[src/rtl/muldiv_pkg.sv]
// Shared definitions for the iterative multiply/divide unit: default widths,
// operation and FSM state encodings, and small decode helpers.
package muldiv_pkg;

    localparam int XLEN_DEF   = 32;
    localparam int REG_AW_DEF = 5;
    localparam int CNT_W      = 6;

    typedef enum logic [1:0] {
        OP_MUL   = 2'b00,
        OP_MULHU = 2'b01,
        OP_DIVU  = 2'b10,
        OP_REMU  = 2'b11
    } op_e;

    typedef enum logic [1:0] {
        ST_IDLE = 2'b00,
        ST_RUN  = 2'b01,
        ST_FIN  = 2'b10
    } state_e;

    // Divide-family operations use the compare-subtract step
    function automatic logic op_is_div(input op_e op);
        return op[1];
    endfunction

    // MULHU and REMU return the upper half of the accumulator
    function automatic logic op_wants_high(input op_e op);
        return op[0];
    endfunction

endpackage

[src/rtl/muldiv_unit_step.sv]
// One combinational iteration of the shared accumulator datapath:
// unsigned shift-add for multiply, restoring compare-subtract for divide.
// Accumulator layout is {upper X+1 bits, lower X bits}; for multiply the
// lower half holds the remaining multiplier, for divide it holds the
// remaining dividend bits and collects quotient bits at the LSB.
module mdu_step
    import muldiv_pkg::*;
#(
    parameter int XLEN = XLEN_DEF
) (
    input  logic              is_div_i,
    input  logic [2*XLEN:0]   acc_i,
    input  logic [XLEN-1:0]   opnd_i,
    output logic [2*XLEN:0]   acc_o
);

    logic [XLEN:0]   mul_sum;
    logic [2*XLEN:0] mul_acc;
    logic [2*XLEN:0] div_shift;
    logic [XLEN+1:0] div_diff;
    logic [2*XLEN:0] div_acc;

    // Compute both step variants and select by operation family
    always_comb begin
        mul_sum   = acc_i[2*XLEN:XLEN] + (acc_i[0] ? {1'b0, opnd_i} : {(XLEN+1){1'b0}});
        mul_acc   = {mul_sum, acc_i[XLEN-1:0]} >> 1;

        div_shift = acc_i << 1;
        div_diff  = {1'b0, div_shift[2*XLEN:XLEN]} - {2'b00, opnd_i};
        div_acc   = div_shift;
        // No borrow means the divisor fits: keep the difference, set quotient bit
        if (!div_diff[XLEN+1]) begin
            div_acc[2*XLEN:XLEN] = div_diff[XLEN:0];
            div_acc[0]           = 1'b1;
        end

        acc_o = is_div_i ? div_acc : mul_acc;
    end

endmodule

[src/rtl/muldiv_unit.sv]
// Iterative unsigned multiply/divide unit with a fixed 33-cycle latency
// from accept to register-file write. Operands are latched at accept; the
// result is written through WE3/A3/WD3 during the single FIN cycle.
module muldiv_unit
    import muldiv_pkg::*;
#(
    parameter int XLEN   = XLEN_DEF,
    parameter int REG_AW = REG_AW_DEF
) (
    input  logic              CLK,
    input  logic              RST,
    input  logic              START,
    input  logic [1:0]        OP,
    input  logic [XLEN-1:0]   SRC_A,
    input  logic [XLEN-1:0]   SRC_B,
    input  logic [REG_AW-1:0] DEST,
    output logic              BUSY,
    output logic              DONE,
    output logic              WE3,
    output logic [REG_AW-1:0] A3,
    output logic [XLEN-1:0]   WD3
);

    state_e              state_q, state_d;
    logic [CNT_W-1:0]    cnt_q, cnt_d;
    op_e                 op_q, op_d;
    logic [XLEN-1:0]     opnd_q, opnd_d;
    logic [REG_AW-1:0]   dest_q, dest_d;
    logic [2*XLEN:0]     acc_q, acc_d;
    logic [2*XLEN:0]     step_acc;

    logic                done_q, done_d;
    logic                we3_q, we3_d;
    logic [REG_AW-1:0]   a3_q, a3_d;
    logic [XLEN-1:0]     wd3_q, wd3_d;

    logic                last_iter;
    logic [XLEN-1:0]     result;

    assign last_iter = (cnt_q == CNT_W'(XLEN - 1));

    mdu_step #(.XLEN(XLEN)) u_step (
        .is_div_i (op_is_div(op_q)),
        .acc_i    (acc_q),
        .opnd_i   (opnd_q),
        .acc_o    (step_acc)
    );

    // Result is taken from the final step output so it can be registered
    // on the same edge that enters FIN
    assign result = op_wants_high(op_q) ? step_acc[2*XLEN-1:XLEN] : step_acc[XLEN-1:0];

    // State, datapath and output registers; reset clears everything
    always_ff @(posedge CLK) begin
        if (RST) begin
            state_q <= ST_IDLE;
            cnt_q   <= '0;
            op_q    <= OP_MUL;
            opnd_q  <= '0;
            dest_q  <= '0;
            acc_q   <= '0;
            done_q  <= 1'b0;
            we3_q   <= 1'b0;
            a3_q    <= '0;
            wd3_q   <= '0;
        end else begin
            state_q <= state_d;
            cnt_q   <= cnt_d;
            op_q    <= op_d;
            opnd_q  <= opnd_d;
            dest_q  <= dest_d;
            acc_q   <= acc_d;
            done_q  <= done_d;
            we3_q   <= we3_d;
            a3_q    <= a3_d;
            wd3_q   <= wd3_d;
        end
    end

    // Next-state: accept only from IDLE, run XLEN iterations, one FIN cycle
    always_comb begin
        state_d = state_q;
        case (state_q)
            ST_IDLE: if (START) state_d = ST_RUN;
            ST_RUN:  if (last_iter) state_d = ST_FIN;
            ST_FIN:  state_d = ST_IDLE;
            default: state_d = ST_IDLE;
        endcase
    end

    // Datapath: latch operands on accept, iterate while running
    always_comb begin
        cnt_d  = cnt_q;
        op_d   = op_q;
        opnd_d = opnd_q;
        dest_d = dest_q;
        acc_d  = acc_q;
        if (state_q == ST_IDLE && START) begin
            op_d   = op_e'(OP);
            opnd_d = SRC_B;
            dest_d = DEST;
            cnt_d  = '0;
            acc_d  = {{(XLEN+1){1'b0}}, SRC_A};
        end else if (state_q == ST_RUN) begin
            acc_d = step_acc;
            cnt_d = cnt_q + CNT_W'(1);
        end
    end

    // Outputs for the FIN cycle, registered so they are glitch-free
    always_comb begin
        done_d = (state_q == ST_RUN) && last_iter;
        a3_d   = done_d ? dest_q : '0;
        wd3_d  = done_d ? result : '0;
        we3_d  = done_d && (dest_q != '0);
    end

    assign BUSY = (state_q != ST_IDLE);
    assign DONE = done_q;
    assign WE3  = we3_q;
    assign A3   = a3_q;
    assign WD3  = wd3_q;

endmodule
[config.mk]
export PLATFORM = sky130hd
export DESIGN_NAME = muldiv_unit
export DESIGN_NICKNAME = d
export VERILOG_FILES = /design/src/rtl/muldiv_pkg.sv /design/src/rtl/muldiv_unit_step.sv /design/src/rtl/muldiv_unit.sv
export SDC_FILE = /design/constraint.sdc
export NUM_CORES = 1
export LEC_CHECK = 0
export ABC_AREA = 1
export ABC_CLOCK_PERIOD_IN_PS = 2500
export BUFFER_PORTS_ARGS = -buffer_cell sky130_fd_sc_hd__buf_4
export CAP_MARGIN = 10
export CORE_MARGIN = 2
export CORE_UTILIZATION = 46
export DETAILED_ROUTE_END_ITERATION = 10
export PLACE_DENSITY = 0.7
export SLEW_MARGIN = 20
export SYNTH_ARGS = -nofsm -noshare
export SYNTH_HDL_FRONTEND = slang
export SYNTH_SLANG_ARGS = --single-unit
[constraint.sdc]
create_clock -name CLK -period 2.5 [get_ports CLK]
set_input_delay 0.75 -clock CLK [delete_from_list [all_inputs] [get_ports CLK]]
set_output_delay 0.75 -clock CLK [all_outputs]
set_load 0.005 [all_outputs]
======== Word level (Yosys, flattened, before mapping) ========
Cells that the tools add are included.
operators by class
  shift operators ......................... 0
  equal/unequal tests ..................... 4
  bitwise gates (word level) .............. 1
  mux-type cells .......................... 10
  magnitude comparators ................... 0
  div/mod/pow operators ................... 0
  multipliers ............................. 0
  reductions and logical operators ........ 10
  $add $sub $neg .......................... 3
operators with widths
  cell                                                              number
  32-bit two-way mux                                                4
  65-bit two-way mux                                                1
  33-bit by 32-bit subtractor with 34-bit output                    1
  33-bit by 32-bit adder with 33-bit output                         1
  33-bit two-way mux                                                1
  6-bit by 1-bit adder with 6-bit output (second input constant)    1
  6-bit by 5-bit == test with 1-bit output (second input constant)  1
  5-bit nonzero test                                                1
  2-bit two-way mux                                                 2
  2-bit inequality test (second input constant)                     2
  2-bit case mux with 2 select lines                                1
  2-bit nonzero test                                                2
  2-bit OR reduction                                                2
  1-bit logical AND                                                 3
  2-bit by 1-bit == test with 1-bit output (second input constant)  1
  2-bit zero test                                                   1
  2-bit AND reduction                                               1
  1-bit two-way mux                                                 1
  1-bit inverter                                                    1
storage, ports and cells
  register bits ........................... 151
  memories kept ........................... 0
  logic and storage cells ................. 39
  memory bits (read-only) ................. 0
  bits in latches ......................... 0
  bits of input ports ..................... 74
  bits in writable memories ............... 0

======== Depth between registers and ports, before layout ========
Gate-level depths: netlist of run 1.
  depth after elaboration ................. 5
  mapped depth ............................ 19
  depth with buffers taken out ............ 18

======== By module ========
A second synthesis of run 1 with hierarchy kept.
second synthesis, totals
  cells, all modules ...................... 1,997
  area total of the unflattened synthesis .. 11,563.6 sq um
by module, submodules not included
  module       cells each  area an instance (sq um)  seq. area each (sq um)  times used
  mdu_step     1,301       6,192.2                   0.0                     1
  muldiv_unit  696         5,371.4                   3,022.9                 1

======== Worst setup path before layout of run 1 ========
OpenSTA, ideal clock, no wires.
  path kind ............................... reg2reg
  from .................................... register acc_q[0]
  to ...................................... register wd3_q[27] (netlist: WD3[27])
  setup time .............................. 0.109 ns
  path slack .............................. 0.207 ns
  cell stages (with the launch flop) ...... 18
  arrival ................................. 2.184 ns
  data required time ...................... 2.391 ns
  buffers on the path ..................... 2
  path through ............................ dfxtp_1 clkbuf_1 clkbuf_1 nand2_1 inv_1 ha_1 nand2_1 inv_1 a21oi_1 nand2_1 a21oi_1 inv_1 nand2_1 nand3_1 nand3_1 nand3_1 nand2_1 inv_1
on the way
  word-level cells in the longest chain between the ends .. 4
RTL lines
  element                                    RTL line                RTL
  from (decl)                                muldiv_unit.sv:29       logic [2*XLEN:0] acc_q, acc_d;
  from (signal assigned)                     muldiv_unit.sv:61       acc_q <= '0;
  from (signal assigned)                     muldiv_unit.sv:72       acc_q <= acc_d;
  32-bit two-way mux                         muldiv_unit_step.sv:25  mul_sum = acc_i[2*XLEN:XLEN] + (acc_i[0] ? {1'b0, opnd_i} : {(XLEN+1){1'b0}});
  33-bit by 32-bit adder with 33-bit output  muldiv_unit_step.sv:25
  65-bit two-way mux                         muldiv_unit_step.sv:37  acc_o = is_div_i ? div_acc : mul_acc;
  32-bit two-way mux                         muldiv_unit.sv:51       assign result = op_wants_high(op_q) ? step_acc[2*XLEN-1:XLEN] : step_acc[XLEN-1:0];
  to (signal assigned)                       muldiv_unit.sv:76       wd3_q <= wd3_d;
  to (decl)                                  muldiv_unit.sv:35       logic [XLEN-1:0] wd3_q, wd3_d;
No other way between the ends.
A chain may end at the register's enable or synchronous reset.

======== Worst setup path in the final report of run 1 ========
  from .................................... register acc_q[0]
  to ...................................... register acc_q[58]
on the way
  word-level cells in the longest chain between the ends .. 3
RTL lines
  element                                    RTL line
  32-bit two-way mux                         muldiv_unit_step.sv:25
  33-bit by 32-bit adder with 33-bit output  muldiv_unit_step.sv:25
  65-bit two-way mux                         muldiv_unit_step.sv:37
No other way between the ends.

==> key figures, run 1 <==
Outcome
  – Status: finished clean

CTS
  – Total clock buffers created by CTS: 17
  – CTS Hold Bufs: 0
  – Clk buf depth: 2
  – Htree depth: 4
  – Clk sink count: 151
  – Reg clk slew, reported paths: 0.08 ns
  – CTS tree: done
  – Skew-Pair Late Insertion Delay: 0.45 ns
  – Root Driver: clkbuf_16

Place
  – Final HPWL DP: 32.5 mm
  – Routability cong.: 1.01
  – PortBufs: 113
  – Pre-CTS WS: -0.0825 ns

Yosys
  – Post-synthesis mux area share: 0.0208
  – Syn nets: 2050
  – Compound-Gate Fraction of Synth Area: 0.158
  – Cell Area, Synth: 0.0116 mm^2
  – Largest family of logic cells by synthesized area: simple AND/OR/NAND/NOR gates
  – Syn Area/Cell: 6.05 um^2
  – Share of the yosys chip area belonging to registers: 0.262
  – Post-synth EDFFs: 0
  – Distinct cells, synth: 45
  – Simple-gate share of the synthesized area: 0.337
  – Xor/xnor share of the synthesized area: 0.00986
  – Post-synthesis async set-or-reset flop share: 0
  – Ys flop type: dfxtp_1
  – Ys Warns: 0
  – Cells after synthesis: 1909
  – Synth Area in Adders: 0.0739
  – #FFs+latches synth: 151

Critical path
  – CP required: 2.84 ns
  – Worst r2r src: acc_q[0]
  – Arrival @ worst endpoint: 2.76 ns
  – Setup Crit Path Kind: reg -> reg
  – R2r worst-path depth: 13
  – CP Launch Type: register
  – Worst reg2reg setup slack: 0.08 ns
  – CP Capture Type: register
  – Worst Path Max Fanout: 15
  – Reg2reg end: acc_q[58]

STA
  – Final setup viols: 0
  – Final Max Slew Viols: 0
  – Min Tclk post-route: 2.42 ns
  – Final worst slack: 0.0778 ns
  – Fin Hold WS: 0.452 ns
  – Slew Limit Headroom: 0.308
  – Setup TNS: 0 ns
  – Worst Skew: 0.0176 ns
  – Worst Tran Pin Value: 1.04 ns
  – Unrepaired setup endpoints after global routing: true
  – Final Hold Fails: 0
  – Max Freq: 413 MHz
  – Post-route clock period utilization: 0.969

Detailed routing
  – Starting DRT DRC Count: 1343
  – Final WL: 43.2 mm
  – ANT nets after route: 0
  – DRC viols: 0
  – Detailed-route via count: 13531
  – Vias per cell: 5.55
  – DR pass1 iterations: 8
  – Drt wl/cell: 17.7 um

Layout
  – Final net count: 2244
  – Final core utilization: 0.621
  – N_diodes: 0
  – Layout cell share with drive strength beyond 1: 0.234
  – Area growth syn-to-layout: 31.5%

Floorplan
  – Placement Rows: 57
  – Die width: 162 um
  – Starting Density: 0.472
  – # IOs: 114
  – Chip height: 162 um
  – Die ar.: 0.0264 mm^2
  – Core box area: 0.0245 mm^2

Min path
  – Hold depth: 2
  – Endpoint, Worst Hold: A3[2]
  – Worst Min Path Start: dest_q[2]
  – Min-Delay Path Class: reg -> reg

Run
  – Max Cap Violations: 0

Power and ir drop
  – P per Cell Area: 554 mW/mm^2
  – Peak VDD IR: 0.000408 V
  – Total power: 8410 uW
  – P_leak: 0.00770 uW

GRT
  – Grt total ovfl: 0
  – Vias in the first global route: 12483
  – All-Layer GR Usage: 0.316
  – Initial antenna violation count: 1
  – Largest net degree at the start of global routing: 73
  – First-pass GRT wire length: 64.9 mm
==> area by class of cell <==
| class | instances | area, um^2 |
|---|---|---|
| clock buffers | 17 | 425 |
| fillers | 2258 | 9280 |
| multi-input cells | 1343 | 7920 |
| repair buffers | 244 | 1920 |
| inverters | 346 | 1300 |
| clock inverters | 15 | 179 |
| flip-flops and latches | 151 | 3040 |
| well taps | 324 | 405 |
==> synthesized netlist by cell type (all sizes together) (14+ instances only) <==
cell / n / share of area
nand2: 526 / 0.17
inv: 343 / 0.11
a21oi: 191 / 0.083
nand3: 175 / 0.077
dfxtp: 151 / 0.26
nor2: 140 / 0.048
o21ai: 84 / 0.036
ha: 65 / 0.070
clkbuf: 44 / 0.014
nand4: 35 / 0.019
o221ai: 31 / 0.024
buf: 25 / 0.012
mux2i: 24 / 0.021
nor3: 14 / 0.0079
==> worst max-delay path, stage by stage, from the launching register on <==
cell	delay (ns)
dfxtp_4	0.43
buf_12	0.18
nand2_1	0.06
inv_1	0.05
ha_2	0.32
a21oi_2	0.23
o21ai_0	0.20
o21bai_1	0.22
nor2_2	0.20
nand3_1	0.09
nand3_1	0.12
nand3_1	0.09
nand2_1	0.09
inv_1	0.03
==> placed cells by master, fill, tap and decap left out, types with 25 or more instances in the layout <==
master,synthesis,layout
a21oi_2,1,29
buf_4,2,234
a21oi_1,190,160
nor2_1,134,99
nand2_1,521,487
ha_4,0,34
nor2_2,3,25
dfxtp_1,151,140
inv_1,334,331
nand2_2,3,36
nand4_1,35,35
o221ai_1,31,31
o21ai_0,82,70
nand3_1,173,150
==> registers in the layout, indices dropped and copies added, names as in the netlist <==
name	cells
A3	5
DONE	1
WD3	32
WE3	1
acc_q	65
cnt_q	6
dest_q	5
op_q	2
opnd_q	32
state_q	2
==> cell families after synthesis <==
kind of cell | after synthesis
simple gates | 910
buf+inv | 415
compound gates | 329
flops | 151
fa+ha+maj | 67
mux | 24
xor+xnor | 13
==> where the power goes <==
group	switching [uW]	leakage, uW	internal, uW
Sequential	132	0.00124	2550
Combinational	1850	0.00617	1190
Clock	1330	0.000288	1360
==> per-layer routing <==
metal  vias up  share of wire  GRT usage
met3       144          0.066     0.0385
met2       608           0.47      0.534
met4         0          0.059      0.172
li1       6545              -          -
met1      6234           0.41      0.393
met5         -              0          0
==> worst max-delay path by stage <==
stage | start | end | slack, ns | depth (start not counted)
floorplan | acc_q[0] | WD3[27] | 0.21 | 17
global placement | opnd_q[26] | acc_q[49] | -0.11 | 12
detailed placement | opnd_q[8] | acc_q[49] | -0.08 | 16
CTS | acc_q[0] | WD3[15] | -0.02 | 16
global route | opnd_q[4] | acc_q[50] | -0.03 | 19
finish | acc_q[0] | acc_q[58] | 0.08 | 13
==> stage by stage <==
step,area (um^2),instances
floorplan,11600,1909
global route,15200,2440
finish,15200,2440
CTS,14200,2429
global placement,13400,2394
detailed placement,13400,2394
==> what timing repair did <==
item	in CTS	in global routing
hold endpoints to repair	0	0
setup endpoints to repair	27	66
pin swaps	1	33
gates cloned	1	0
buffers inserted	2	11
resized for setup	23	207
Power figures use the tool's default switching activity.
==> inputs of run 2 (changes only) <==
--- a/config.mk
+++ b/config.mk
@@ -10,9 +10,9 @@
 export BUFFER_PORTS_ARGS = -buffer_cell sky130_fd_sc_hd__buf_4
 export CAP_MARGIN = 10
 export CORE_MARGIN = 2
-export CORE_UTILIZATION = 46
+export CORE_UTILIZATION = 51
 export DETAILED_ROUTE_END_ITERATION = 10
-export PLACE_DENSITY = 0.7
+export PLACE_DENSITY = 0.75
 export SLEW_MARGIN = 20
 export SYNTH_ARGS = -nofsm -noshare
 export SYNTH_HDL_FRONTEND = slang
==> run 2 against run 1 <==
  * Fmax is 2.0% lower
  * Sequential share of layout area up 0.34 points
  * Power is 1.5% higher
==> key figures, run 2 (synthesis gave the netlist of run 1 again) <==
Layout
  – Finished Layout Cells: 2378 (-2.5%)
  – Most common cell after layout, fill and taps aside: nand2_1
  – Commonest non-fill, non-tap cells in the layout: nand2_1 (496), inv_1 (332), buf_4 (209)
  – Area growth syn-to-layout: 29.8%
  – Max reg flops: 65 (unchanged)
  – FILL cells: 2102 (-6.9%)
  – N_diodes: 0 (unchanged)
  – Largest Register: acc_q
  – Layout cell share with drive strength beyond 1: 0.222 (-0.0118)
  – Final net count: 2221 (-1.0%)

GRT
  – First-pass GRT wire length: 64.4 mm (-0.77%)
  – All-Layer GR Usage: 0.346 (+0.0301)
  – Grt total ovfl: 0 (unchanged)
  – Initial antenna violation count: 0 (-1)
  – Largest net degree at the start of global routing: 73 (unchanged)
  – Vias in the first global route: 12397 (-0.69%)

Min path
  – Min-Delay Path Class: reg -> reg

Place
  – Final HPWL DP: 32.6 mm (+0.54%)
  – Routability cong.: 1.04 (+2.9%)
  – PortBufs: 113 (unchanged)
  – Inst Count DP: 2333 (-2.5%)

Detailed routing
  – DR pass1 iterations: 6 (-2)
  – Drt wl/cell: 18.2 um (+2.9%)
  – Starting DRT DRC Count: 1296 (-3.5%)
  – Detailed-route via count: 13399 (-0.98%)
  – DRC viols: 0 (unchanged)
  – ANT nets after route: 0 (unchanged)
  – Vias per cell: 5.63 (+1.6%)
  – Final WL: 43.3 mm (+0.27%)

Floorplan
  – Placement Rows: 55 (-3.5%)
  – Core box area: 0.0224 mm^2 (-8.3%)
  – Die width: 154 um (-4.9%)
  – # IOs: 114 (unchanged)
  – Starting Density: 0.515 (+0.0427)
  – Chip height: 154 um (-4.9%)
  – Die ar.: 0.0239 mm^2 (-9.6%)

CTS
  – Reg clk slew, reported paths: 0.08 ns (about the same)
  – Skew-Pair Late Insertion Delay: 0.45 ns (about the same)
  – CTS Hold Bufs: 0 (unchanged)
  – Clk buf depth: 2 (unchanged)
  – Total clock buffers created by CTS: 17 (unchanged)
  – Root Driver: clkbuf_16
  – Clk sink count: 151 (unchanged)
  – Htree depth: 4 (unchanged)
  – CTS tree: done

Power and ir drop
  – Peak VDD IR: 0.000378 V (-7.2%)
  – P per Cell Area: 569 mW/mm^2 (+2.8%)
  – P_leak: 0.00763 uW (-0.89%)

Critical path
  – R2r worst-path depth: 16 (+3)
  – Worst reg2reg setup slack: 0.03 ns (-0.05 ns)
  – Worst r2r src: opnd_q[14]
  – CP Capture Type: register
  – Worst setup startpoint: opnd_q[14]
  – CP Launch Type: register
  – Reg2reg end: acc_q[42]
  – CP required: 2.85 ns (about the same)
  – Setup Crit Path Kind: reg -> reg
  – Arrival @ worst endpoint: 2.82 ns (+0.06 ns)
  – CP endpoint: acc_q[42]
  – Worst Path Max Fanout: 5 (-10)

STA
  – Final Max Slew Viols: 0 (unchanged)
  – Setup TNS: 0 ns (unchanged)
  – Final Hold Fails: 0 (unchanged)
  – Slew Limit Headroom: 0.270 (-0.0374)
  – Post-route clock period utilization: 0.989 (+0.0198)
  – Worst Skew: 0.0225 ns (+0.00483 ns)
  – Min Tclk post-route: 2.47 ns (+0.0496 ns)
  – Worst Tran Pin Value: 1.09 ns (+0.0561 ns)
  – Final setup viols: 0 (unchanged)
  – Unrepaired setup endpoints after global routing: true
  – Max Freq: 405 MHz (-2.0%)

Run
  – Max Cap Violations: 0 (unchanged)

Outcome
  – Status: finished clean
[run 2: final cells by class]
| cell class | instances | area (um^2) | share of cell area |
|---|---|---|---|
| tap | 285 | 357 | 0.0238 |
| timing repair buffer | 220 | 1790 | 0.119 |
| clock buffer | 17 | 425 | 0.0284 |
| inverter | 346 | 1300 | 0.0868 |
| sequential | 151 | 3050 | 0.204 |
| clock inverter | 15 | 206 | 0.0138 |
| multi-input combinational | 1344 | 7860 | 0.524 |
[run 2: repair_timing]
action | CTS | global route
cloned | 0 | 4
resized for setup | 8 | 208
pin swaps | 6 | 25
endpoints found under the setup margin | 22 | 65
buffers inserted | 0 | 9
[run 2: where the power goes]
group          switching (uW)  total, uW  internal (uW)
logic                    1890       3070           1190
registers                 142       2690           2550
clock network            1310       2770           1450
total                    3340       8540           5190
[run 2: per-layer routing]
metal  track usage  share of wire  up-vias
met5             0              0        -
li1              -              -     6501
met2         0.578           0.46      645
met1         0.428           0.40     6098
met3        0.0462          0.068      155
met4         0.202          0.069        0
[run 2: worst min-delay path by stage]
stage / from / slack (ns) / cells after the start / end
after floorplan: dest_q[3] / 0.43 / 2 / A3[3]
after global placement: dest_q[3] / 0.45 / 2 / A3[3]
after detailed placement: dest_q[0] / 0.45 / 2 / A3[0]
after CTS: dest_q[3] / 0.47 / 2 / A3[3]
after global routing: dest_q[0] / 0.49 / 2 / A3[0]
final: dest_q[3] / 0.46 / 2 / A3[3]
[run 2: stage by stage]
step / instance area, um^2 / power (uW) / setup slack [ns] / hold slack [ns] / utilization
after floorplan: 11600 / 4390 / 0.207 / 0.430 / -
after global placement: 13200 / 5300 / -0.0422 / 0.446 / 0.590
after detailed placement: 13200 / 5320 / -0.0369 / 0.451 / 0.590
after CTS: 13900 / 8060 / -0.0211 / 0.465 / 0.619
after global routing: 15000 / 8910 / -0.0703 / 0.487 / 0.668
final: 15000 / 8540 / 0.0282 / 0.464 / 0.668
[run 2: worst max-delay path, stage by stage, from the launching register on]
cell       delay (ns)
dfxtp_1          0.39
inv_1            0.11
ha_4             0.27
nand2_1          0.07
nand2_1          0.06
nand2_1          0.06
nand2_1          0.10
o21bai_4         0.20
inv_2            0.07
nand2_2          0.09
nand2_8          0.14
nand2_8          0.10
clkbuf_16        0.17
nand2_1          0.17
nand4_1          0.21
nand2_1          0.11
inv_1            0.04
